### src/rtl/keypad_code_pkg.sv
// Shared definitions for the keypad key-code transmitter.
// Contents: code-bus width, default separator/idle words, FSM state encoding,
// and key2code(), which maps a key index 0..15 to its bus code 1..16.
package keypad_code_pkg;

   localparam int CODE_W = 5;

   localparam logic [CODE_W-1:0] SEP_CODE_DEF  = 5'd21;
   localparam logic [CODE_W-1:0] IDLE_CODE_DEF = 5'd0;

   typedef enum logic [2:0] {
      SCAN,
      DEBNC,
      EMIT_SEP,
      EMIT_KEY,
      WAIT_REL
   } state_t;

   // Codes start at 1 so a key never looks like the idle word (0) and never reaches 21.
   function automatic logic [CODE_W-1:0] key2code(input logic [3:0] k);
      return CODE_W'(k) + CODE_W'(1);
   endfunction

endpackage

### src/rtl/keypad_frame_scanner.sv
// Column scanner and frame decoder for a 4x4 active-low matrix keypad.
// Drives one column low for SCAN_DIV cycles, samples the rows on the last
// dwell cycle, and rotates through columns 0..3. After column 3 it reports
// the frame: exactly one low row bit gives a key index, anything else is NONE.
// Ports:
//   clk, rst     clock, async active-high reset
//   row_in[3:0]  keypad rows, active-low, already synchronised
//   col_out[3:0] column drive, one-cold
//   frame_done   1-cycle pulse when a frame result is valid
//   frame_key    key index row*4+col of the frame (valid when !frame_none)
//   frame_none   frame had zero or several pressed keys
module keypad_frame_scanner #(
   parameter int SCAN_DIV = 1000
) (
   input  logic       clk,
   input  logic       rst,
   input  logic [3:0] row_in,
   output logic [3:0] col_out,
   output logic       frame_done,
   output logic [3:0] frame_key,
   output logic       frame_none
);

   localparam int              DW_W       = $clog2(SCAN_DIV);
   localparam logic [DW_W-1:0] DWELL_LAST = DW_W'(SCAN_DIV - 1);

   logic [DW_W-1:0] dwell_cnt;
   logic [1:0]      col_idx;
   logic [1:0]      low_acc;   // saturating low-bit count for the frame: 0, 1, 2 (= many)
   logic [3:0]      key_acc;

   logic            sample;
   logic [3:0]      col_lows;
   logic [2:0]      col_n;
   logic [1:0]      col_row;
   logic [2:0]      low_sum;
   logic [1:0]      low_next;
   logic [3:0]      key_next;

   assign sample = (dwell_cnt == DWELL_LAST);

   always_comb begin
      col_lows = ~row_in;
      col_n    = '0;
      col_row  = '0;
      for (int r = 0; r < 4; r++) begin
         if (col_lows[r]) begin
            col_n   = col_n + 3'd1;
            col_row = 2'(r);
         end
      end
      low_sum  = {1'b0, low_acc} + col_n;
      low_next = (low_sum >= 3'd2) ? 2'd2 : low_sum[1:0];
      key_next = (col_n == 3'd1) ? {col_row, col_idx} : key_acc;
   end

   always_ff @(posedge clk or posedge rst) begin
      if (rst) begin
         dwell_cnt  <= '0;
         col_idx    <= '0;
         col_out    <= 4'b1110;
         low_acc    <= '0;
         key_acc    <= '0;
         frame_done <= 1'b0;
         frame_key  <= '0;
         frame_none <= 1'b0;
      end else begin
         frame_done <= 1'b0;
         if (sample) begin
            dwell_cnt <= '0;
            col_idx   <= col_idx + 2'd1;
            col_out   <= {col_out[2:0], col_out[3]};
            if (col_idx == 2'd3) begin
               frame_done <= 1'b1;
               frame_none <= (low_next != 2'd1);
               frame_key  <= key_next;
               low_acc    <= '0;
               key_acc    <= '0;
            end else begin
               low_acc <= low_next;
               key_acc <= key_next;
            end
         end else begin
            dwell_cnt <= dwell_cnt + DW_W'(1);
         end
      end
   end

endmodule

### src/rtl/keypad_code_tx.sv
// Keypad key-code transmitter: scans the keypad, debounces presses and sends
// each accepted key to the lock as SEP_CODE, key code, then IDLE_CODE.
// A held key is sent once; release must be seen for DEBOUNCE frames.
// Ports:
//   clk, rst        clock, async active-high reset
//   row_in[3:0]     keypad rows, active-low
//   col_out[3:0]    keypad column drive, one-cold
//   code_out[4:0]   registered code bus to the lock
//   busy            high from acceptance until release is confirmed
//   key_strobe      1-cycle pulse alongside the key code
//
// state    | meaning
// ---------+-------------------------------------------------------------
// SCAN     | idle, waiting for a frame with exactly one key
// DEBNC    | candidate key seen, counting consecutive matching frames
// EMIT_SEP | separator word on the bus
// EMIT_KEY | key code on the bus, strobe high
// WAIT_REL | waiting for DEBOUNCE consecutive empty frames
module keypad_code_tx
   import keypad_code_pkg::*;
#(
   parameter int                SCAN_DIV  = 1000,
   parameter int                DEBOUNCE  = 4,
   parameter logic [CODE_W-1:0] SEP_CODE  = SEP_CODE_DEF,
   parameter logic [CODE_W-1:0] IDLE_CODE = IDLE_CODE_DEF
) (
   input  logic              clk,
   input  logic              rst,
   input  logic [3:0]        row_in,
   output logic [3:0]        col_out,
   output logic [CODE_W-1:0] code_out,
   output logic              busy,
   output logic              key_strobe
);

   localparam int               CNT_W    = $clog2(DEBOUNCE + 1);
   localparam logic [CNT_W-1:0] CNT_LAST = CNT_W'(DEBOUNCE);

   state_t           state;
   logic [CNT_W-1:0] cnt;
   logic [3:0]       cand;

   logic             frame_done;
   logic [3:0]       frame_key;
   logic             frame_none;
   logic             cnt_hit;

   keypad_frame_scanner #(.SCAN_DIV(SCAN_DIV)) u_scanner (
      .clk        (clk),
      .rst        (rst),
      .row_in     (row_in),
      .col_out    (col_out),
      .frame_done (frame_done),
      .frame_key  (frame_key),
      .frame_none (frame_none)
   );

   // The frame being counted now is the one that reaches DEBOUNCE.
   assign cnt_hit = ((cnt + CNT_W'(1)) == CNT_LAST);

   always_ff @(posedge clk or posedge rst) begin
      if (rst) begin
         state      <= SCAN;
         cnt        <= '0;
         cand       <= '0;
         code_out   <= IDLE_CODE;
         busy       <= 1'b0;
         key_strobe <= 1'b0;
      end else begin
         code_out   <= IDLE_CODE;
         key_strobe <= 1'b0;
         case (state)
            SCAN: begin
               if (frame_done && !frame_none) begin
                  cand <= frame_key;
                  if (DEBOUNCE == 1) begin
                     state    <= EMIT_SEP;
                     code_out <= SEP_CODE;
                     busy     <= 1'b1;
                  end else begin
                     state <= DEBNC;
                     cnt   <= CNT_W'(1);
                  end
               end
            end
            DEBNC: begin
               if (frame_done) begin
                  if (!frame_none && frame_key == cand) begin
                     if (cnt_hit) begin
                        state    <= EMIT_SEP;
                        code_out <= SEP_CODE;
                        busy     <= 1'b1;
                     end else begin
                        cnt <= cnt + CNT_W'(1);
                     end
                  end else begin
                     state <= SCAN;
                  end
               end
            end
            EMIT_SEP: begin
               state      <= EMIT_KEY;
               code_out   <= key2code(cand);
               key_strobe <= 1'b1;
            end
            EMIT_KEY: begin
               state <= WAIT_REL;
               cnt   <= '0;
            end
            WAIT_REL: begin
               if (frame_done) begin
                  if (frame_none) begin
                     if (cnt_hit) begin
                        state <= SCAN;
                        busy  <= 1'b0;
                        cnt   <= '0;
                     end else begin
                        cnt <= cnt + CNT_W'(1);
                     end
                  end else begin
                     cnt <= '0;
                  end
               end
            end
            default: begin
               state <= SCAN;
               busy  <= 1'b0;
            end
         endcase
      end
   end

endmodule
### config.mk
export PLATFORM = sky130hd
export DESIGN_NAME = keypad_code_tx
export DESIGN_NICKNAME = d
export VERILOG_FILES = /design/src/rtl/keypad_code_pkg.sv /design/src/rtl/keypad_frame_scanner.sv /design/src/rtl/keypad_code_tx.sv
export SDC_FILE = /design/constraint.sdc
export NUM_CORES = 1
export LEC_CHECK = 0
export ABC_AREA = 1
export CAP_MARGIN = 20
export CELL_PAD_IN_SITES_DETAIL_PLACEMENT = 0
export CELL_PAD_IN_SITES_GLOBAL_PLACEMENT = 2
export CORE_MARGIN = 5
export CORE_UTILIZATION = 29
export DETAILED_ROUTE_END_ITERATION = 7
export PLACE_DENSITY = 0.7
export SLEW_MARGIN = 25
export SYNTH_ARGS = -nofsm -noshare
export SYNTH_HDL_FRONTEND = slang
export SYNTH_HIERARCHICAL = 1
export SYNTH_SLANG_ARGS = --single-unit
### constraint.sdc
create_clock -name clk -period 1.9 [get_ports clk]
set_input_delay 0.38 -clock clk [delete_from_list [all_inputs] [get_ports clk]]
set_output_delay 0.38 -clock clk [all_outputs]
set_load 0.01 [all_outputs]
* Yosys cells after proc, flatten, opt, wreduce, memory -nomap -nowiden
Index checks and enable logic that the tools add are counted. W data, S select, Z words.
Cells by class: add/subtract/negate cells 8, bitwise logic cells 2, multiplexer cells 41, equal/unequal tests 19, magnitude comparators 1, reductions and logical operators 11
Operators by type and width (number):
- $mux W3 | 16
- $mux W5 | 3
- $pmux W3 S5 | 1
- $pmux W3 S4 | 1
- $reduce_and A6 Y1 | 2
- $mux W1 | 11
- $add A10 B1 Y10 const B | 1
- $eq A10 B10 Y1 const B | 1
- $mux W10 | 1
- $ne A2 B2 Y1 const B | 5
- $pmux W5 S2 | 1
- $add A3 B1 Y3 const B | 3
- $mux W2 | 4
- $mux W4 | 2
- $ne A2 B1 Y1 const B | 4
- $reduce_and A7 Y1 | 1
- $eq A3 B1 Y1 const B | 2
- $eq A3 B2 Y1 const B | 2
- $eq A3 B3 Y1 const B | 2
- $add A4 B1 Y5 const B | 1
- $eq A4 B4 Y1 | 1
- $not A4 Y4 | 1
- $reduce_and A2 Y1 | 2
- $reduce_bool A4 Y1 | 1
- other kinds (12) | 13
Storage, ports and cells: flip-flop bits (word level) 45, logic and storage cells 96, output and inout port bits 11

* Logic depth before layout (Yosys ltp)
word-level depth 12, gate-level depth with buffers 15, mapped depth without buffers 15

* Modules after synthesis
The synthesis kept the hierarchy.
Modules (own cells, without submodules):
- keypad_frame_scanner | area an instance 1581.5 um^2, times used 1, cells an instance 189
- keypad_code_tx | area an instance 1023.5 um^2, times used 1, cells an instance 134

* Worst setup path after synthesis
OpenSTA, ideal clock, no wires.
kind input to register, start point in row_in[1], end point reg u_scanner.low_acc[1], library setup time 0.122 ns, slack -0.420 ns, cell stages on the path 12, data required time 1.778 ns, arrival 2.199 ns, cells stage by stage inv_1 ha_1 inv_1 nand2_1 nand2_1 ha_1 mux2i_4 fa_1 a21boi_1 nand2_1 nand2_1 o21ai_1
Between the ends: word-level cells in the longest chain between the ends 10
RTL lines:
- start: declaration | line keypad_code_tx.sv:29 | input logic [3:0] row_in,
- $not A4 Y4 * | line keypad_frame_scanner.sv:43 | col_lows = ~row_in;
- $mux W3 * | line keypad_frame_scanner.sv:47 | if (col_lows[r]) begin
- $add A3 B1 Y3 | line keypad_frame_scanner.sv:48 | col_n = col_n + 3'd1;
- $mux W3 * | line keypad_frame_scanner.sv:47
- $add A3 B1 Y3 | line keypad_frame_scanner.sv:48
- $mux W3 * | line keypad_frame_scanner.sv:47
- $add A2 B3 Y3 * | line keypad_frame_scanner.sv:52 | low_sum = {1'b0, low_acc} + col_n;
- $ge A3 B2 Y1 | line keypad_frame_scanner.sv:53 | low_next = (low_sum >= 3'd2) ? 2'd2 : low_sum[1:0];
- $mux W2 * | line keypad_frame_scanner.sv:53
- $mux W2 * | line keypad_frame_scanner.sv:73 | if (col_idx == 2'd3) begin
- end signal: assignment | line keypad_frame_scanner.sv:80 | low_acc <= low_next;
- end: declaration | line keypad_frame_scanner.sv:29 | logic [1:0] low_acc;
Mark *: on every way between the ends. The rest lies on a longest branch, timed or not. A chain may end at the register's enable or synchronous reset.

* Worst setup path in the final report
Same ends and word-level chain as after synthesis.

==> flow_metrics.env <==
export IMPL_crit_type="input port to flop"
export IMPL_cts_inserted_buffers=5
export IMPL_worst_pin_slew_ns=0.4698
export IMPL_viasPerCell=4.440
export IMPL_internal_pwr_total_mw=1.324
export IMPL_rows=34
export IMPL_final_antenna_net_count=0
export IMPL_clock_skew_final_ns=0.007155
export IMPL_final_setup_viol_count=1
export IMPL_final_instance_count_excl_fill=468
export IMPL_rsz0062_at_grt="yes"
export IMPL_fp_dieW_um=104.8
export IMPL_fraction_of_power_consumed_by_the_clock_network_pct=32.8
export IMPL_finish_instance_area_um2=3197
export IMPL_drtPass1Iterations=4
export IMPL_share_of_flip_flops_with_an_asynchronous_set_or_reset_after_synthesis_pct=100.0
export IMPL_number_of_antenna_violations_at_the_first_check_in_global_routing=0
export IMPL_sequentialPowerShare_pct=54.1
export IMPL_grt_first_pass_wirelength_um=9404
export IMPL_wire_per_inst_um=11.04
export IMPL_flow_area_growth_from_synthesis_pct=22.72
export IMPL_initial_drt_markers=45
export IMPL_power_switching_share_pct=25.09
export IMPL_hold_buffer_count_at_cts=0
export IMPL_max_freq_mhz=516.0
export IMPL_period_share_pct=102.0
export IMPL_max_cap_violations=0
export IMPL_pin_count_of_the_biggest_net_entering_global_routing=20
export IMPL_synth_yosys_warnings=6
export IMPL_timing_critical_path_to_type="flop"
export IMPL_run_status="finished with violations"
export IMPL_global_placer_s_final_weighted_congestion=0.7381
export IMPL_num_vias=2078
export IMPL_io_buffers=16
export IMPL_cp_start_kind="input port"
export IMPL_dpl_hpwl_um=4075
export IMPL_power_density_cell_area_nw_per_um2=553.0
export IMPL_ys_seq_area_share_pct=43.37
export IMPL_slew_viol_final=0
export IMPL_die_area_um2=10980
export IMPL_synth_lib_cells_used_distinct=37
export IMPL_max_slew_margin_pct=68.64
export IMPL_cts_tree="built"
export IMPL_grt_pass1_vias=2102
export IMPL_power_leakage_nw=1.520
export IMPL_failed_checks="setup timing"
export IMPL_synth_enable_flop_cells=0
export IMPL_gr_total_overflow=0
export IMPL_nNetsFinal=376
export IMPL_cp_required_ns=2.09
export IMPL_netlist_top_cell_by_area="sky130_fd_sc_hd__dfrtp_1"
export IMPL_final_min_clock_period_ns=1.938
export IMPL_path_max_fanout=4
export IMPL_cts_htree_levels=2
export IMPL_clkLatencyLatePin_ns=0.29
export IMPL_clkSinkCount=45
export IMPL_layout_setup_ws_ns=-0.03797
export IMPL_synth_flop_cell="sky130_fd_sc_hd__dfrtp_1"
export IMPL_yosys_top_cells_area="sky130_fd_sc_hd__dfrtp_1, sky130_fd_sc_hd__nand2_1, sky130_fd_sc_hd__nand3_1"
export IMPL_postSynthRegisterBits=45
export IMPL_route_final_wire_length_um=5165
export IMPL_antenna_cells=0
export IMPL_layout_drive_gt1_share_pct=23.89
export IMPL_report_final_hold_viol_count=0
export IMPL_syn_inst=323
export IMPL_dpl_cell_count=458
export IMPL_most_instantiated_library_cell_after_synthesis="sky130_fd_sc_hd__nand2_1"
export IMPL_ir_drop_mv=0.2133
export IMPL_net_switching_power_mw=0.4435
export IMPL_min_delay_path_class="input port to asynchronous set/reset pin"
export IMPL_power_combinational_fraction_pct=13.1
export IMPL_initial_core_util_pct=29.87
export IMPL_boundaryPins=17
export IMPL_clock_tree_root_buffer_cell="sky130_fd_sc_hd__clkbuf_8"
export IMPL_clockBufferDepth=2
export IMPL_placeableCoreArea_um2=8721
export IMPL_placed_cell_area_um2=3039
export IMPL_clkSlewWorstSetupHoldPaths_ns=0.08
export IMPL_remaining_drc_errors=0
export IMPL_grt_use_total_pct=10.10
export IMPL_synth_top_area_share_pct=40.35
export IMPL_worst_endpoint_arrival_ns=2.12
export IMPL_chipHeight_um=104.8
export IMPL_postSynthAreaPerCell_um2=8.065
export IMPL_netlist_area_pre_place_um2=2605
export IMPL_yosys_top_cells_count="sky130_fd_sc_hd__nand2_1, sky130_fd_sc_hd__dfrtp_1, sky130_fd_sc_hd__inv_1"
export IMPL_postSynthNetCount=340
[path summary, 6_finish.rpt]
check,depth (start not counted),start,to,slack [ns]
setup / recovery,13,row_in[1],u_scanner/low_acc[1],-0.04
hold / removal,2,rst,u_scanner/dwell_cnt[3],0.42
setup reg to reg,7,u_scanner/low_acc[0],u_scanner/low_acc[1],0.34
hold reg to reg,1,u_scanner/dwell_cnt[0],u_scanner/dwell_cnt[0],0.47
max in group asynchronous,3,rst,u_scanner/dwell_cnt[7],1.02
min in group clk,1,u_scanner/dwell_cnt[0],u_scanner/dwell_cnt[0],0.47
[cells by family after synthesis]
family                   synth area share, %
AND/OR/NAND/NOR                        34.49
XOR/XNOR                               1.009
buffers and inverters                  8.405
multiplexers                           1.441
adder cells (fa/ha/maj)                5.572
AO/OA/AOI/OAI                          5.716
flip-flops                             43.37
[layout by cell type, fill, tap and decap left out, types with 2 or more instances in the layout]
master / synthesis / layout
sky130_fd_sc_hd__nand2_1: 85 / 82
sky130_fd_sc_hd__dfrtp_1: 42 / 42
sky130_fd_sc_hd__inv_1: 41 / 36
sky130_fd_sc_hd__nand3_1: 31 / 29
sky130_fd_sc_hd__nor2_1: 24 / 24
sky130_fd_sc_hd__buf_4: 1 / 16
sky130_fd_sc_hd__o21ai_0: 14 / 14
sky130_fd_sc_hd__nand2_2: 14 / 14
sky130_fd_sc_hd__clkdlybuf4s50_1: 0 / 12
sky130_fd_sc_hd__inv_2: 5 / 7
sky130_fd_sc_hd__nand2_4: 4 / 7
sky130_fd_sc_hd__ha_1: 10 / 7
sky130_fd_sc_hd__nand4_1: 6 / 6
sky130_fd_sc_hd__a21oi_1: 6 / 6
sky130_fd_sc_hd__nor2_2: 5 / 5
sky130_fd_sc_hd__clkbuf_8: 0 / 5
sky130_fd_sc_hd__o21ai_1: 5 / 5
sky130_fd_sc_hd__nor2_4: 3 / 3
sky130_fd_sc_hd__nand3_2: 1 / 3
sky130_fd_sc_hd__nor3_1: 3 / 3
sky130_fd_sc_hd__ha_4: 0 / 3
sky130_fd_sc_hd__dfstp_2: 3 / 3
sky130_fd_sc_hd__clkinvlp_4: 0 / 2
sky130_fd_sc_hd__buf_8: 0 / 2
sky130_fd_sc_hd__inv_4: 1 / 2
sky130_fd_sc_hd__inv_8: 0 / 2
sky130_fd_sc_hd__xor2_1: 2 / 2
[power groups by stage]
stage | combinational (mW) | sequential [mW] | clock (mW)
floorplan | 0.138 | 0.976 | 0
global placement | 0.206 | 0.976 | 0
detailed placement | 0.208 | 0.976 | 0
CTS | 0.217 | 0.957 | 0.619
global route | 0.259 | 0.957 | 0.663
finish | 0.232 | 0.957 | 0.579
[critical path: stages]
cell	delay, ns
sky130_fd_sc_hd__buf_8	0.09
sky130_fd_sc_hd__inv_8	0.03
sky130_fd_sc_hd__ha_4	0.29
sky130_fd_sc_hd__inv_4	0.04
sky130_fd_sc_hd__nand2_4	0.06
sky130_fd_sc_hd__nand2_4	0.05
sky130_fd_sc_hd__ha_4	0.26
sky130_fd_sc_hd__mux2i_4	0.06
sky130_fd_sc_hd__fa_2	0.53
sky130_fd_sc_hd__a21boi_2	0.16
sky130_fd_sc_hd__nand2_1	0.06
sky130_fd_sc_hd__nand2_1	0.05
sky130_fd_sc_hd__o21ai_1	0.05
[registers in the layout (all words and copies together), names as in the netlist]
name,flops
busy,1
cand,4
cnt,3
code_out,5
key_strobe,1
state,3
u_scanner/col_idx,2
u_scanner/col_out,4
u_scanner/dwell_cnt,10
u_scanner/frame_done,1
u_scanner/frame_key,4
u_scanner/frame_none,1
u_scanner/key_acc,4
u_scanner/low_acc,2
[metrics by stage]
step | util [%] | worst slack [ns] | TNS, ns | total power [mW] | hold WS (ns)
2_1_floorplan | - | -0.2567 | -0.6605 | 1.114 | 0.3061
3_3_place_gp | 34.85 | -0.8756 | -6.526 | 1.182 | 0.4566
3_5_place_dp | 34.85 | -0.9292 | -6.835 | 1.183 | 0.4609
4_1_cts | 36.17 | 0.0009179 | 0 | 1.794 | 0.4312
5_1_grt | 36.66 | -0.1208 | -0.2343 | 1.879 | 0.4580
6_report | 36.66 | -0.03797 | -0.03797 | 1.768 | 0.4195
[layout make-up]
class	count	area [µm²]
fill	923	5524
multi-input combinational	226	1333
sequential	45	1130
timing repair buffer	33	310.3
inverter	48	201.4
tap	108	135.1
clock buffer	6	72.57
clock inverter	2	15.01
[metal layers]
layer  track usage, %  vias to the layer above  share of wire (%)
li1                 -                     1089                  -
met1            12.59                      958                 46
met2            17.09                       23                 49
met3            2.343                        8                3.4
met4            3.562                        0                2.0
met5                0                        -                  0
[timing repair]
| item | CTS | global route |
|---|---|---|
| endpoints found under the hold margin | 0 | 0 |
| endpoints found under the setup margin | 11 | 3 |
| setup buffers | 2 | 0 |
| pin swaps | 5 | 8 |
| gates resized for setup | 19 | 11 |
No activity file was read; power rests on OpenSTA's default activity.
